### config.mk
export PLATFORM = sky130hd
export DESIGN_NAME = dice_roll_ctrl
export DESIGN_NICKNAME = d
export VERILOG_FILES = /design/src/rtl/dice_roll_ctrl.sv
export SDC_FILE = /design/constraint.sdc
export NUM_CORES = 1
export LEC_CHECK = 0
export ABC_AREA = 1
export CAP_MARGIN = 20
export CORE_MARGIN = 4
export CORE_UTILIZATION = 60
export CTS_CLUSTER_DIAMETER = 200
export CTS_CLUSTER_SIZE = 12
export DETAILED_ROUTE_END_ITERATION = 8
export GPL_TIMING_DRIVEN = 1
export PLACE_DENSITY = 0.9
export SYNTH_ARGS = -nofsm -noshare
export SYNTH_HDL_FRONTEND = slang
export SYNTH_SLANG_ARGS = --single-unit
export TNS_END_PERCENT = 100
### constraint.sdc
create_clock -name clk -period 1.9 [get_ports clk]
set_input_delay 0.19 -clock clk [delete_from_list [all_inputs] [get_ports clk]]
set_output_delay 0.19 -clock clk [all_outputs]
set_load 0.1 [all_outputs]
### src/rtl/dice_roll_ctrl.sv
`default_nettype none
// ============================================================================
// Module   : dice_roll_ctrl
// Purpose  : Roll-button front end: synchronizer, debouncer, and a coast FSM
//            that emits a decelerating roll_en pulse train after release.
// Revision : 1.0 - initial release
// ============================================================================
module dice_roll_ctrl #(
    parameter int SYNC_STAGES     = 2,
    parameter int DEBOUNCE_CYCLES = 50000,
    parameter int BASE_GAP        = 64,
    parameter int PULSE_CYCLES    = 8,
    parameter int SLOW_STEPS      = 6
) (
    input  logic clk,
    input  logic rst,
    input  logic btn,
    output logic roll_en,
    output logic rolling,
    output logic settled
);

    localparam int c_CNT_W     = (DEBOUNCE_CYCLES > 1) ? $clog2(DEBOUNCE_CYCLES) : 1;
    localparam int c_STEP_W    = (SLOW_STEPS > 1) ? $clog2(SLOW_STEPS) : 1;
    localparam int c_GAP_MAX   = BASE_GAP * SLOW_STEPS;
    localparam int c_TMR_MAX   = (c_GAP_MAX > PULSE_CYCLES) ? c_GAP_MAX : PULSE_CYCLES;
    localparam int c_TMR_W     = $clog2(c_TMR_MAX + 1);

    localparam logic [c_CNT_W-1:0]  c_CNT_LAST   = c_CNT_W'(DEBOUNCE_CYCLES - 1);
    localparam logic [c_STEP_W-1:0] c_STEP_LAST  = c_STEP_W'(SLOW_STEPS - 1);
    localparam logic [c_TMR_W-1:0]  c_GAP_FIRST  = c_TMR_W'(BASE_GAP - 1);
    localparam logic [c_TMR_W-1:0]  c_PULSE_LOAD = c_TMR_W'(PULSE_CYCLES - 1);

    typedef enum logic [2:0] {
        S_IDLE   = 3'd0,
        S_ROLL   = 3'd1,
        S_GAP    = 3'd2,
        S_PULSE  = 3'd3,
        S_SETTLE = 3'd4
    } state_t;

    logic [SYNC_STAGES-1:0] r_sync;
    logic                   w_btn_s;
    logic                   r_db;
    logic [c_CNT_W-1:0]     r_cnt;

    state_t                 r_state;
    state_t                 w_state_nxt;
    logic [c_STEP_W-1:0]    r_step;
    logic [c_STEP_W-1:0]    w_step_nxt;
    logic [c_TMR_W-1:0]     r_tmr;
    logic [c_TMR_W-1:0]     w_tmr_nxt;
    logic [c_TMR_W-1:0]     w_gap_load;

    always_ff @(posedge clk) begin
        if (rst) begin
            r_sync <= '0;
        end else begin
            r_sync <= {r_sync[SYNC_STAGES-2:0], btn};
        end
    end

    assign w_btn_s = r_sync[SYNC_STAGES-1];

    // Any return to the accepted level restarts the stability count.
    always_ff @(posedge clk) begin
        if (rst) begin
            r_db  <= 1'b0;
            r_cnt <= '0;
        end else if (w_btn_s == r_db) begin
            r_cnt <= '0;
        end else if (r_cnt == c_CNT_LAST) begin
            r_db  <= w_btn_s;
            r_cnt <= '0;
        end else begin
            r_cnt <= r_cnt + c_CNT_W'(1);
        end
    end

    // Next gap length is BASE_GAP*(step+2); product formed at 32 bits first.
    assign w_gap_load = c_TMR_W'(BASE_GAP * (int'(r_step) + 2) - 1);

    always_ff @(posedge clk) begin
        if (rst) begin
            r_state <= S_IDLE;
            r_step  <= '0;
            r_tmr   <= '0;
        end else begin
            r_state <= w_state_nxt;
            r_step  <= w_step_nxt;
            r_tmr   <= w_tmr_nxt;
        end
    end

    always_comb begin
        w_state_nxt = r_state;
        w_step_nxt  = r_step;
        w_tmr_nxt   = r_tmr;
        case (r_state)
            S_IDLE: begin
                if (r_db) w_state_nxt = S_ROLL;
            end
            S_ROLL: begin
                if (!r_db) begin
                    w_state_nxt = S_GAP;
                    w_step_nxt  = '0;
                    w_tmr_nxt   = c_GAP_FIRST;
                end
            end
            S_GAP: begin
                if (r_db) begin
                    w_state_nxt = S_ROLL;
                end else if (r_tmr == '0) begin
                    w_state_nxt = S_PULSE;
                    w_tmr_nxt   = c_PULSE_LOAD;
                end else begin
                    w_tmr_nxt   = r_tmr - c_TMR_W'(1);
                end
            end
            S_PULSE: begin
                if (r_db) begin
                    w_state_nxt = S_ROLL;
                end else if (r_tmr == '0) begin
                    if (r_step == c_STEP_LAST) begin
                        w_state_nxt = S_SETTLE;
                    end else begin
                        w_state_nxt = S_GAP;
                        w_step_nxt  = r_step + c_STEP_W'(1);
                        w_tmr_nxt   = w_gap_load;
                    end
                end else begin
                    w_tmr_nxt   = r_tmr - c_TMR_W'(1);
                end
            end
            S_SETTLE: begin
                w_state_nxt = S_IDLE;
            end
            default: begin
                w_state_nxt = S_IDLE;
            end
        endcase
    end

    // Outputs decode the state register only, so btn never reaches them combinationally.
    always_comb begin
        roll_en = 1'b0;
        rolling = 1'b0;
        settled = 1'b0;
        case (r_state)
            S_ROLL:   begin roll_en = 1'b1; rolling = 1'b1; end
            S_GAP:    begin rolling = 1'b1; end
            S_PULSE:  begin roll_en = 1'b1; rolling = 1'b1; end
            S_SETTLE: begin settled = 1'b1; end
            default:  begin roll_en = 1'b0; end
        endcase
    end

endmodule
`default_nettype wire

## Word level (Yosys, flattened, before mapping)

Index checks and enable logic that the tools add are counted.

- Add/sub/neg operators: 5
- Equal/unequal tests: 16
- Multiplexer cells: 23
- Bitwise gates (word level): 1
- Reductions and logical operators: 11

Operators by type and width:

| operator | number |
|---|---|
| two-way mux 9 bit | 6 |
| two-way mux 3 bit | 11 |
| one-hot mux 9 bit (3 select lines) | 1 |
| subtractor 9 x 1 -> 9 bit (second input constant) | 2 |
| adder 16 x 1 -> 16 bit (second input constant) | 1 |
| equality test 16 bit (second input constant) | 1 |
| != test 2 bit (second input constant) | 6 |
| one-hot mux 3 bit (4 select lines) | 1 |
| AND reduction 5 bit | 2 |
| zero test 9 bit | 1 |
| != test 3 bit (second input constant) | 3 |
| equality test 3 x 2 -> 1 bit (second input constant) | 2 |
| equality test 3 bit (second input constant) | 2 |
| one-hot mux 3 bit (2 select lines) | 1 |
| OR reduction 3 bit | 2 |
| AND reduction 4 bit | 1 |
| adder 3 x 1 -> 3 bit (second input constant) | 1 |
| adder 3 x 2 -> 3 bit (second input constant) | 1 |
| equality test 3 x 1 -> 1 bit (second input constant) | 1 |
| zero test 3 bit | 1 |
| two-way mux 1 bit | 3 |
| nonzero test 3 bit | 1 |
| AND reduction 2 bit | 1 |
| nonzero test 2 bit | 1 |
| other kinds (3) | 3 |

- Register bits after elaboration: 34
- Output and inout bits: 3

## Longest topological paths before layout

Gate-level depths: netlist of the first run.

- Word-level depth: 6
- Mapped depth: 11
- Mapped depth without buffers: 11

## Least setup slack after synthesis of the first run

OpenSTA, ideal clock, no wires.

- Path type: reg2out
- Start: register r_state[2]
- End: output settled
- Data arrival time: 2503 ps
- Path slack: -793 ps
- Cell stages (with the launch flop): 3
- Cells stage by stage: dfxtp_1 inv_2 nor3_1

- Longest elaborated chain between the ends: 2

RTL lines:

| what | RTL line | text |
|---|---|---|
| start: declaration | 47 | `state_t r_state;` |
| start signal: assignment | 89 | `r_state <= w_state_nxt;` |
| equality test 3 bit | 149 | `case (r_state)` |
| two-way mux 1 bit | 149 |  |
| end: declaration | 20 | `output logic settled` |

Every way passes these cells.

## Worst setup path in the final report of the first run

- Start: register r_cnt[0]
- End: register r_cnt[5]

- Longest elaborated chain between the ends: 2
- Elaborated cells on any way between the ends: 3
- Those cells by class: add/sub: 1; eq/ne: 1; reduce/logical: 1

RTL lines:

| what | RTL line | text |
|---|---|---|
| start: declaration | 45 | `logic [c_CNT_W-1:0] r_cnt;` |
| start signal: assignment | 76 | `r_cnt <= r_cnt + c_CNT_W'(1);` |
| parallel branches: the longest is 2 deep, another holds adder 16 x 1 -> 16 bit | n/a |  |

Several ways; the timed one is not identified.
A chain may end at the register's enable or synchronous reset.

==> summary.md, run 1 <==
| Metric | Value |
|---|---|
| H-tree depth | `2` |
| Met2 GRT Util | `37.4%` |
| Final slew viol count | `0` |
| Largest net degree at the start of global routing | `17` |
| Sequential fraction of the synthesis area | `34.3%` |
| Non-Filler Instances | `340` |
| Worst path required time | `2110 ps` |
| Synth Area per Inst | `6.99 um2` |
| PD cells | `1340 nW/um2` |
| Routed via count | `1,778` |
| Synth Flop Type | `dfxtp_1` |
| Placed insts | `333` |
| Busiest grt layer | `met2` |
| Post-DP HPWL | `2990 um` |
| Yosys warnings | `0` |
| Largest cells by area after synthesis | `dfxtp_1 34%, nand2_1 12%, nor2_1 6.6%` |
| Leak pwr | `0.000893 uW` |
| WP data arrival | `1890 ps` |
| Clock network power share | `18.5%` |
| Synthesized net count | `293` |
| Comb power frac | `49.6%` |
| Clk slew on worst S/H paths | `100 ps` |
| Slew @ Worst Pin | `431 ps` |
| Top cell type's share of synthesized area | `34.3%` |
| Sw Share | `45.8%` |
| Chip height | `65.5 um` |
| Post-CTS setup buffer count | `0` |
| Diodes inserted | `0` |
| Initial antenna violation count | `0` |
| Skew final | `5.30 ps` |
| Fmax | `596 MHz` |
| WL final | `3960 um` |
| Area share of xor/xnor cells in the synthesized design | `2.21%` |
| CTS buffer count | `5` |
| Fin crit period | `1680 ps` |
| Top cells by instance count after synthesis | `66 x nand2_1, 35 x nor2_1, 34 x dfxtp_1, 33 x inv_1, 17 x nand3_1` |
| Adder-Cell Fraction of Synth Area | `3.78%` |
| Core Rows | `20` |
| GRT met1 Usage | `26.2%` |
| Maxcap violations | `0` |
| RSZ-0062 raised after global routing | `no` |
| Worst hold path type | `input pin to flop` |
| CP Class | `flop to flop` |
| Detail-routed via count per cell | `5.23` |
| Port Buf Inserts | `5` |
| Layout cells sized above 1 | `17.2%` |
| Critical path cell sequence | `ha_1 > nand2_1 > inv_2 > nand2_1 > nor2_2 > nand4_1 > nand2_2 > nor3b_1` |
| First-pass GRT wire length | `7220 um` |
| Count of final setup violators | `0` |
| Final net count | `305` |
| Critical Path Fanout Max | `16` |
| Setup TNS | `0 ps` |
| Top Ports | `6` |
| Remaining DRCs | `0` |
| Routed len/inst | `11.7 um` |
| Cell with the most instances after synthesis | `nand2_1` |
| Die width | `65.5 um` |
| Clock Sink Count | `34` |
| P&R area growth vs syn | `11.0%` |
| Most Frequent Cell on Critical Path | `nand2_1` |
| Core area | `3100 um2` |
| Post-synth EDFFs | `0` |
| Pre-Repair DR Iteration Count | `4` |
| Critical Path Start Type | `flop` |
| GR Util All Layers | `21.4%` |
| CP bufs+invs | `1` |
| Critical Path End Type | `flop` |
| M3 GR Usage | `4.79%` |
| Post-synthesis mux area share | `0%` |
| CTS tree | `done` |
| Peak supply drop | `1120 uV` |
| Initial Util | `64.0%` |
| Largest family of logic cells by synthesized area | `simple AND/OR/NAND/NOR gates` |
| Crit-path leading delay family | `simple AND/OR/NAND/NOR gates` |
| Post-Synth Simple-Gate Area | `42.5%` |
| Final period util | `88.4%` |
| Synth cell types | `30` |
| Switch Pwr | `1350 uW` |
| Post-synthesis register bit count | `34` |
| Clock Latency Late Sink | `330 ps` |
| R2r setup slk | `220 ps` |
| Status | `completed` |
| Gr ovfl total | `0` |
| Synthesized area | `1990 um2` |
| Ys async rst share | `0%` |
| CTS root buf | `clkbuf_4` |
| Post-cts resize count | `0` |
| RD Place Congestion | `0.877` |
| Internal power | `1600 uW` |
| Mapped Cells | `284` |
| Critical path's slowest cell | `nand2_2` |
| Die ar. | `4290 um2` |
| CTS Hold Buffers Added | `0` |
| Hold Fails Final Rpt | `0` |
| Slew headroom | `71.2%` |
| Slowest stage delay, CP | `390 ps` |
| Sequential cell fraction of total power | `31.9%` |
| Synth Area in Compound Gates | `8.76%` |
| Yosys top cell by area | `dfxtp_1` |
| Antenna-violating nets left | `0` |
| Vias in the first global route | `1,689` |
| 1st-iter DRT viols | `94` |
| Clock tree buffer depth | `2` |
-- cells by family after synthesis --
kind of cell / count (synthesis)
AND/OR/NAND/NOR: 167
buffers and inverters: 42
flip-flops: 34
AO/OA/AOI/OAI: 30
adder cells (fa/ha/maj): 6
XOR/XNOR: 5
-- power by group through the flow --
stage	sequential, uW	clock [uW]	combinational [uW]
2_1_floorplan	924	0	1150
3_3_place_gp	950	0	1420
5_1_grt	957	587	1640
4_1_cts	938	554	1470
3_5_place_dp	954	0	1460
6_report	939	545	1460
-- layout make-up --
class,instances,area (um2)
Fill cell,262,900
Inverter,40,150
Clock buffer,6,51.3
Timing Repair Buffer,7,95.1
Multi-Input combinational cell,208,1140
Clock inverter,1,30.0
Tap cell,44,55.1
Sequential cell,34,681
-- placed cells by master, fill, tap and decap left out, drive strengths merged --
| cell type | instances |
|---|---|
| a21oi | 15 |
| a22oi | 1 |
| buf | 5 |
| bufinv | 1 |
| clkbuf | 6 |
| clkdlybuf4s50 | 2 |
| dfxtp | 34 |
| ha | 6 |
| inv | 40 |
| nand2 | 71 |
| nand3 | 20 |
| nand4 | 9 |
| nor2 | 49 |
| nor3 | 13 |
| nor3b | 4 |
| o21ai | 13 |
| o31ai | 1 |
| or2 | 1 |
| xnor2 | 1 |
| xor2 | 4 |
-- final timing paths --
path	startpoint	to	cells after the start
max	r_cnt[0]	r_cnt[5]	8
min	btn	r_sync[0]	3
max reg2reg	r_cnt[0]	r_cnt[5]	8
min reg2reg	r_sync[0]	r_sync[1]	2
-- worst register-to-register path: stages (launching register included) --
cell	delay, ps
dfxtp_1	380
ha_1	180
nand2_1	70
inv_2	70
nand2_1	70
nor2_2	120
nand4_1	180
nand2_2	390
nor3b_1	110
-- sequential cells by signal, indices dropped and copies added (netlist names) --
signal / count
r_sync: 2
r_step: 3
r_state: 3
r_db: 1
r_tmr: 9
r_cnt: 16
-- layer usage --
metal  up-vias  share of wire [%]  wire length (um)
li1        937                  -                 -
met5         -                  0                 0
met3         4                4.2               168
met4         0               0.73                29
met1       809                 46              1810
met2        28                 49              1950
-- stage by stage --
step / utilization [%] / hold WS, ps / setup slack [ps] / power, uW / cell area, um2
after floorplan: - / 297 / 73.4 / 2070 / 1990
after detailed placement: 68.4 / 436 / 259 / 2410 / 2120
final: 71.0 / 363 / 221 / 2950 / 2200
after global routing: 71.0 / 373 / 3.43 / 3190 / 2200
after CTS: 71.0 / 350 / 242 / 2960 / 2200
after global placement: 68.4 / 426 / 365 / 2370 / 2120
(Power assumes the default switching activity.)
==> run 2, diff against run 1 <==
--- a/config.mk
+++ b/config.mk
@@ -12,7 +12,7 @@
 export CTS_CLUSTER_DIAMETER = 200
 export CTS_CLUSTER_SIZE = 12
 export DETAILED_ROUTE_END_ITERATION = 8
-export GPL_TIMING_DRIVEN = 1
+export GPL_TIMING_DRIVEN = 0
 export PLACE_DENSITY = 0.9
 export SYNTH_ARGS = -nofsm -noshare
 export SYNTH_HDL_FRONTEND = slang
==> summary.md, run 2 (same netlist as run 1, synthesis figures left out) <==
| Metric | Value |
|---|---|
| Commonest non-fill, non-tap cell in the layout | `nand2_1 (unchanged)` |
| Antenna-violating nets left | `0 (unchanged)` |
| Final worst setup slack | `97.3 ps (was 221 ps)` |
| CTS buffer count | `5 (unchanged)` |
| PD cells | `1310 nW/um2 (was 1340 nW/um2)` |
| Fmax | `555 MHz (was 596 MHz)` |
| Maxcap violations | `0 (unchanged)` |
| Detail-routed via count per cell | `5.32 (was 5.23)` |
| Initial Util | `64.0% (unchanged)` |
| Worst path required time | `1710 ps (was 2110 ps)` |
| Non-Filler Instances | `341 (was 340)` |
| Routed via count | `1,815 (was 1,778)` |
| Routed len/inst | `11.3 um (was 11.7 um)` |
| CTS root buf | `clkbuf_4 (unchanged)` |
| H-tree depth | `2 (unchanged)` |
| Final Power | `2850 uW (was 2950 uW)` |
| Status | `completed (unchanged)` |
| CTS tree | `done (unchanged)` |
| Clock Latency Late Sink | `350 ps (was 330 ps)` |
| Clock Sink Count | `34 (unchanged)` |
| Hold Fails Final Rpt | `0 (unchanged)` |
| RSZ-0062 raised after global routing | `no (unchanged)` |
| Slew headroom | `63.9% (was 71.2%)` |
| Remaining DRCs | `0 (unchanged)` |
| Placed insts | `333 (unchanged)` |
| First-pass GRT wire length | `7140 um (was 7220 um)` |
| WL final | `3860 um (was 3960 um)` |
| GR Util All Layers | `21.1% (was 21.4%)` |
| Core Rows | `20 (unchanged)` |
| Fin crit period | `1800 ps (was 1680 ps)` |
| Critical Path Start Type | `flop (unchanged)` |
| Top reg by flops | `r_cnt (unchanged)` |
| 1st-iter DRT viols | `121 (was 94)` |
| Skew final | `6.92 ps (was 5.30 ps)` |
| Worst-case reg-to-reg path depth | `10 (was 8)` |
| Chip height | `65.5 um (unchanged)` |
| Clk slew on worst S/H paths | `110 ps (was 100 ps)` |
| Reg2Reg Launch Point | `r_tmr[0] (was r_cnt[0])` |
| Gr ovfl total | `0 (unchanged)` |
| Most frequent cells in the layout | `66 x nand2_1, 35 x nor2_1, 34 x dfxtp_1 (unchanged)` |
| Slew @ Worst Pin | `544 ps (was 431 ps)` |
| Diodes inserted | `0 (unchanged)` |
| Leak pwr | `0.000879 uW (was 0.000893 uW)` |
| RD Place Congestion | `0.876 (was 0.877)` |
| Critical Path End Type | `output port (was flop)` |
| Hold EP | `r_sync[0] (unchanged)` |
| Final slew viol count | `0 (unchanged)` |
| Largest register FFs | `16 (unchanged)` |
| WP data arrival | `1610 ps (was 1890 ps)` |
| Worst R2R End | `r_tmr[4] (was r_cnt[5])` |
| Post-CTS setup buffer count | `0 (unchanged)` |
| Clock tree buffer depth | `2 (unchanged)` |
| Top Registers | `r_cnt: 16 flops, r_tmr: 9 flops (unchanged)` |
| Hold Crit Start | `btn (unchanged)` |
| Pre-Repair DR Iteration Count | `4 (unchanged)` |
| Core area | `3100 um2 (unchanged)` |
| Pre-CTS WS | `-190 ps (was 259 ps)` |
| Peak supply drop | `1110 uV (was 1120 uV)` |
| Die ar. | `4290 um2 (unchanged)` |
| Largest net degree at the start of global routing | `12 (was 17)` |
| Count of final setup violators | `0 (unchanged)` |
| Finished Core Util | `70.0% (was 71.0%)` |
| Final net count | `305 (unchanged)` |
| P&R area growth vs syn | `9.33% (was 11.0%)` |
| Worst hold path type | `input pin to flop (unchanged)` |
| CP Class | `flop to output port (was flop to flop)` |
| Port Buf Inserts | `5 (unchanged)` |
| Die width | `65.5 um (unchanged)` |
| R2r setup slk | `290 ps (was 220 ps)` |
| Critical Path Fanout Max | `7 (was 16)` |
| Vias in the first global route | `1,709 (was 1,689)` |
| Top Ports | `6 (unchanged)` |
| Post-DP HPWL | `2900 um (was 2990 um)` |
| Final period util | `94.9% (was 88.4%)` |
| Worst Hold Depth | `3 (unchanged)` |
| Layout cells sized above 1 | `17.2% (about the same)` |
| Initial antenna violation count | `0 (unchanged)` |
[run 2: what timing repair did]
action | 4_1_cts | 5_1_grt
hold buffers | 0 | 0
hold endpoints to repair | 0 | 0
resized for setup | 10 | 1
setup endpoints to repair | 3 | 1
gates cloned | 0 | 0
[run 2: cell type report]
cell class	count	area (um2)
Sequential cell	34	681
Clock inverter	3	40.0
Tap cell	44	55.1
Clock buffer	5	37.5
Buffer	2	18.8
Timing Repair Buffer	5	47.5
Inverter	40	150
Fill cell	268	932
Multi-Input combinational cell	208	1140
[run 2: worst max-delay path by stage]
stage / depth (start not counted) / endpoint / startpoint
5_1_grt: 3 / roll_en / r_state[0]
6_report: 3 / roll_en / r_state[0]
3_5_place_dp: 3 / rolling / r_state[0]
4_1_cts: 3 / rolling / r_state[0]
3_3_place_gp: 3 / rolling / r_state[0]
2_1_floorplan: 2 / settled / r_state[2]
[run 2: critical path, stage by stage (launching register included)]
cell and delay, ps:
dfxtp_1 480, nand2_1 160, inv_1 80, clkdlybuf4s15_2 550
[run 2: power by group]
part	leakage, uW	switching (uW)	internal [uW]	total, uW
combinational	0.000557	974	411	1390
clock	0.0000450	254	272	526
sequential	0.000277	127	812	939
total	0.000879	1350	1500	2850
[run 2: metal layers]
metal | track usage (%) | wire length, um | vias to the layer above
met5 | 0 | 0 | -
met4 | 6.74 | 41 | 0
met3 | 6.32 | 219 | 6
met2 | 35.5 | 1800 | 48
met1 | 25.7 | 1800 | 828
li1 | - | - | 933
[run 2: stage by stage]
step	area (um2)	TNS (ps)	hold WS, ps
global route	2170	0	358
finish	2170	0	348
global placement	2100	-307	413
floorplan	1990	0	297
CTS	2180	0	342
detailed placement	2100	-308	415
==> RTL edit, RTL diff (settings of run 2) <==
The parameter `SLOW_STEPS` goes from 6 to 7.
--- a/src/rtl/dice_roll_ctrl.sv
+++ b/src/rtl/dice_roll_ctrl.sv
@@ -10,7 +10,7 @@
     parameter int DEBOUNCE_CYCLES = 50000,
     parameter int BASE_GAP        = 64,
     parameter int PULSE_CYCLES    = 8,
-    parameter int SLOW_STEPS      = 6
+    parameter int SLOW_STEPS      = 7
 ) (
     input  logic clk,
     input  logic rst,
Behaviour: same outputs for any inputs over 10 cycles, from zero or initial values and one cycle with rst high; that may be too few to reach the edited logic, so the function may still have changed.
==> RTL edit against run 2 <==
Routed wire length is 3.4% higher. Hold slack worse by 0.20 ns. Sequential share of layout area is 0.15 points higher. Via count is 0.44% higher. Setup slack better by 0.024 ns. Area after synthesis is 1.1% higher. Sequential power is 4.5% lower. Total power is 1.1% lower. Fmax is 1.3% higher. Final area is 0.46% lower. Sequential cell count stayed put. Final cell count is 2.1% higher.
==> RTL edit: results (changes against run 2) <==
Layout
  • Share of cells above drive strength 1: 0.138 (was 0.172)
  • Multi-input logic area: 1150 sq um (was 1140 sq um)
  • Nets@finish: 312 (was 305)
  • Comb_multi_in: 214 (was 208)
  • Multi-input gate share of total cell area: 0.534 (was 0.526)
  • Clkbuf count: 7 (was 5)
  • Buffering overhead: 0.0278 (was 0.0305)
  • Fillcell total: 257 (was 268)

Critical path
  • RR Endpoint: r_cnt[7] (was r_tmr[4])
  • Crit path max fanout: 9 (was 7)
  • WP data arrival: 1.59 ns (was 1.61 ns)
  • FF-to-FF Start: r_cnt[0] (was r_tmr[0])

Power and ir drop
  • Register share of total power: 0.318 (was 0.329)
  • Clk pwr share: 0.152 (was 0.185)
  • Seq. pwr: 0.000897 W (was 0.000939 W)
  • Worst IR drop on VDD: 1.28 mV (was 1.11 mV)
  • Net switching power: 0.00137 W (was 0.00135 W)
  • Leak pwr: 0.873 nW (was 0.879 nW)

Status
  • Status: complete, no violations (unchanged)

Placed design
  • IO buf count: 4 (was 5)
  • Pre-CTS setup slack: -0.287 ns (was -0.190 ns)
  • GPL Wtd Cong: 0.921 (was 0.876)
  • Placed Cells incl. Taps: 340 (was 333)

Global route
  • GRT Total Usage: 0.215 (was 0.211)
  • First-pass GRT wire length: 7160 microns (was 7140 microns)
  • M1 GR Usage: 0.247 (was 0.257)
  • Vias in the first global route: 1706 (was 1709)

STA
  • WHS: 0.151 ns (was 0.348 ns)
  • Final Skew: 0.00902 ns (was 0.00692 ns)
  • Worst-Margin Slew: 0.546 ns (was 0.544 ns)

Logic synthesis
  • Mapped Cells: 292 (was 284)
  • Synth Area in Adders: 0.0374 (was 0.0378)
  • Yosys cell types: 33 (was 30)
  • XOR/XNOR share of the synthesized area: 0.0349 (was 0.0221)

Hold path
  • Min-Delay Endpoint: r_tmr[2] (was r_sync[0])

Routing
  • Iteration-0 DRC Markers: 127 (was 121)
  • Router iterations before antenna repair: 6 (was 4)
  • Met3 wire len: 185 microns (was 219 microns)
[RTL edit: cell count changes in the layout (fill, tap and decap cells not counted), sizes merged, moves of 2 or more]
| cell | run 2 | this run |
|---|---|---|
| nand3 | 20 | 26 |
| o21ai | 13 | 8 |
| nor3 | 13 | 9 |
| a21oi | 15 | 18 |
| clkbuf | 6 | 9 |
| nor3b | 4 | 1 |
| buf | 2 | 4 |
| nor2 | 49 | 51 |
| xor2 | 4 | 6 |
[RTL edit: worst max-delay path: stages, from the launching register on]
cell             delay (ns)
dfxtp_1                0.31
buf_2                  0.17
nor3_2                 0.19
clkdlybuf4s15_2        0.58
[RTL edit: worst max-delay path by stage]
| stage | from | endpoint | slack, ns |
|---|---|---|---|
| after global routing | r_state[0] | settled | 0.04 |
| after detailed placement | r_state[0] | rolling | -0.29 |
| after floorplan | r_state[0] | settled | 0.05 |
| final | r_state[0] | settled | 0.12 |
| after global placement | r_state[0] | rolling | -0.23 |
| after CTS | r_state[0] | rolling | 0.03 |
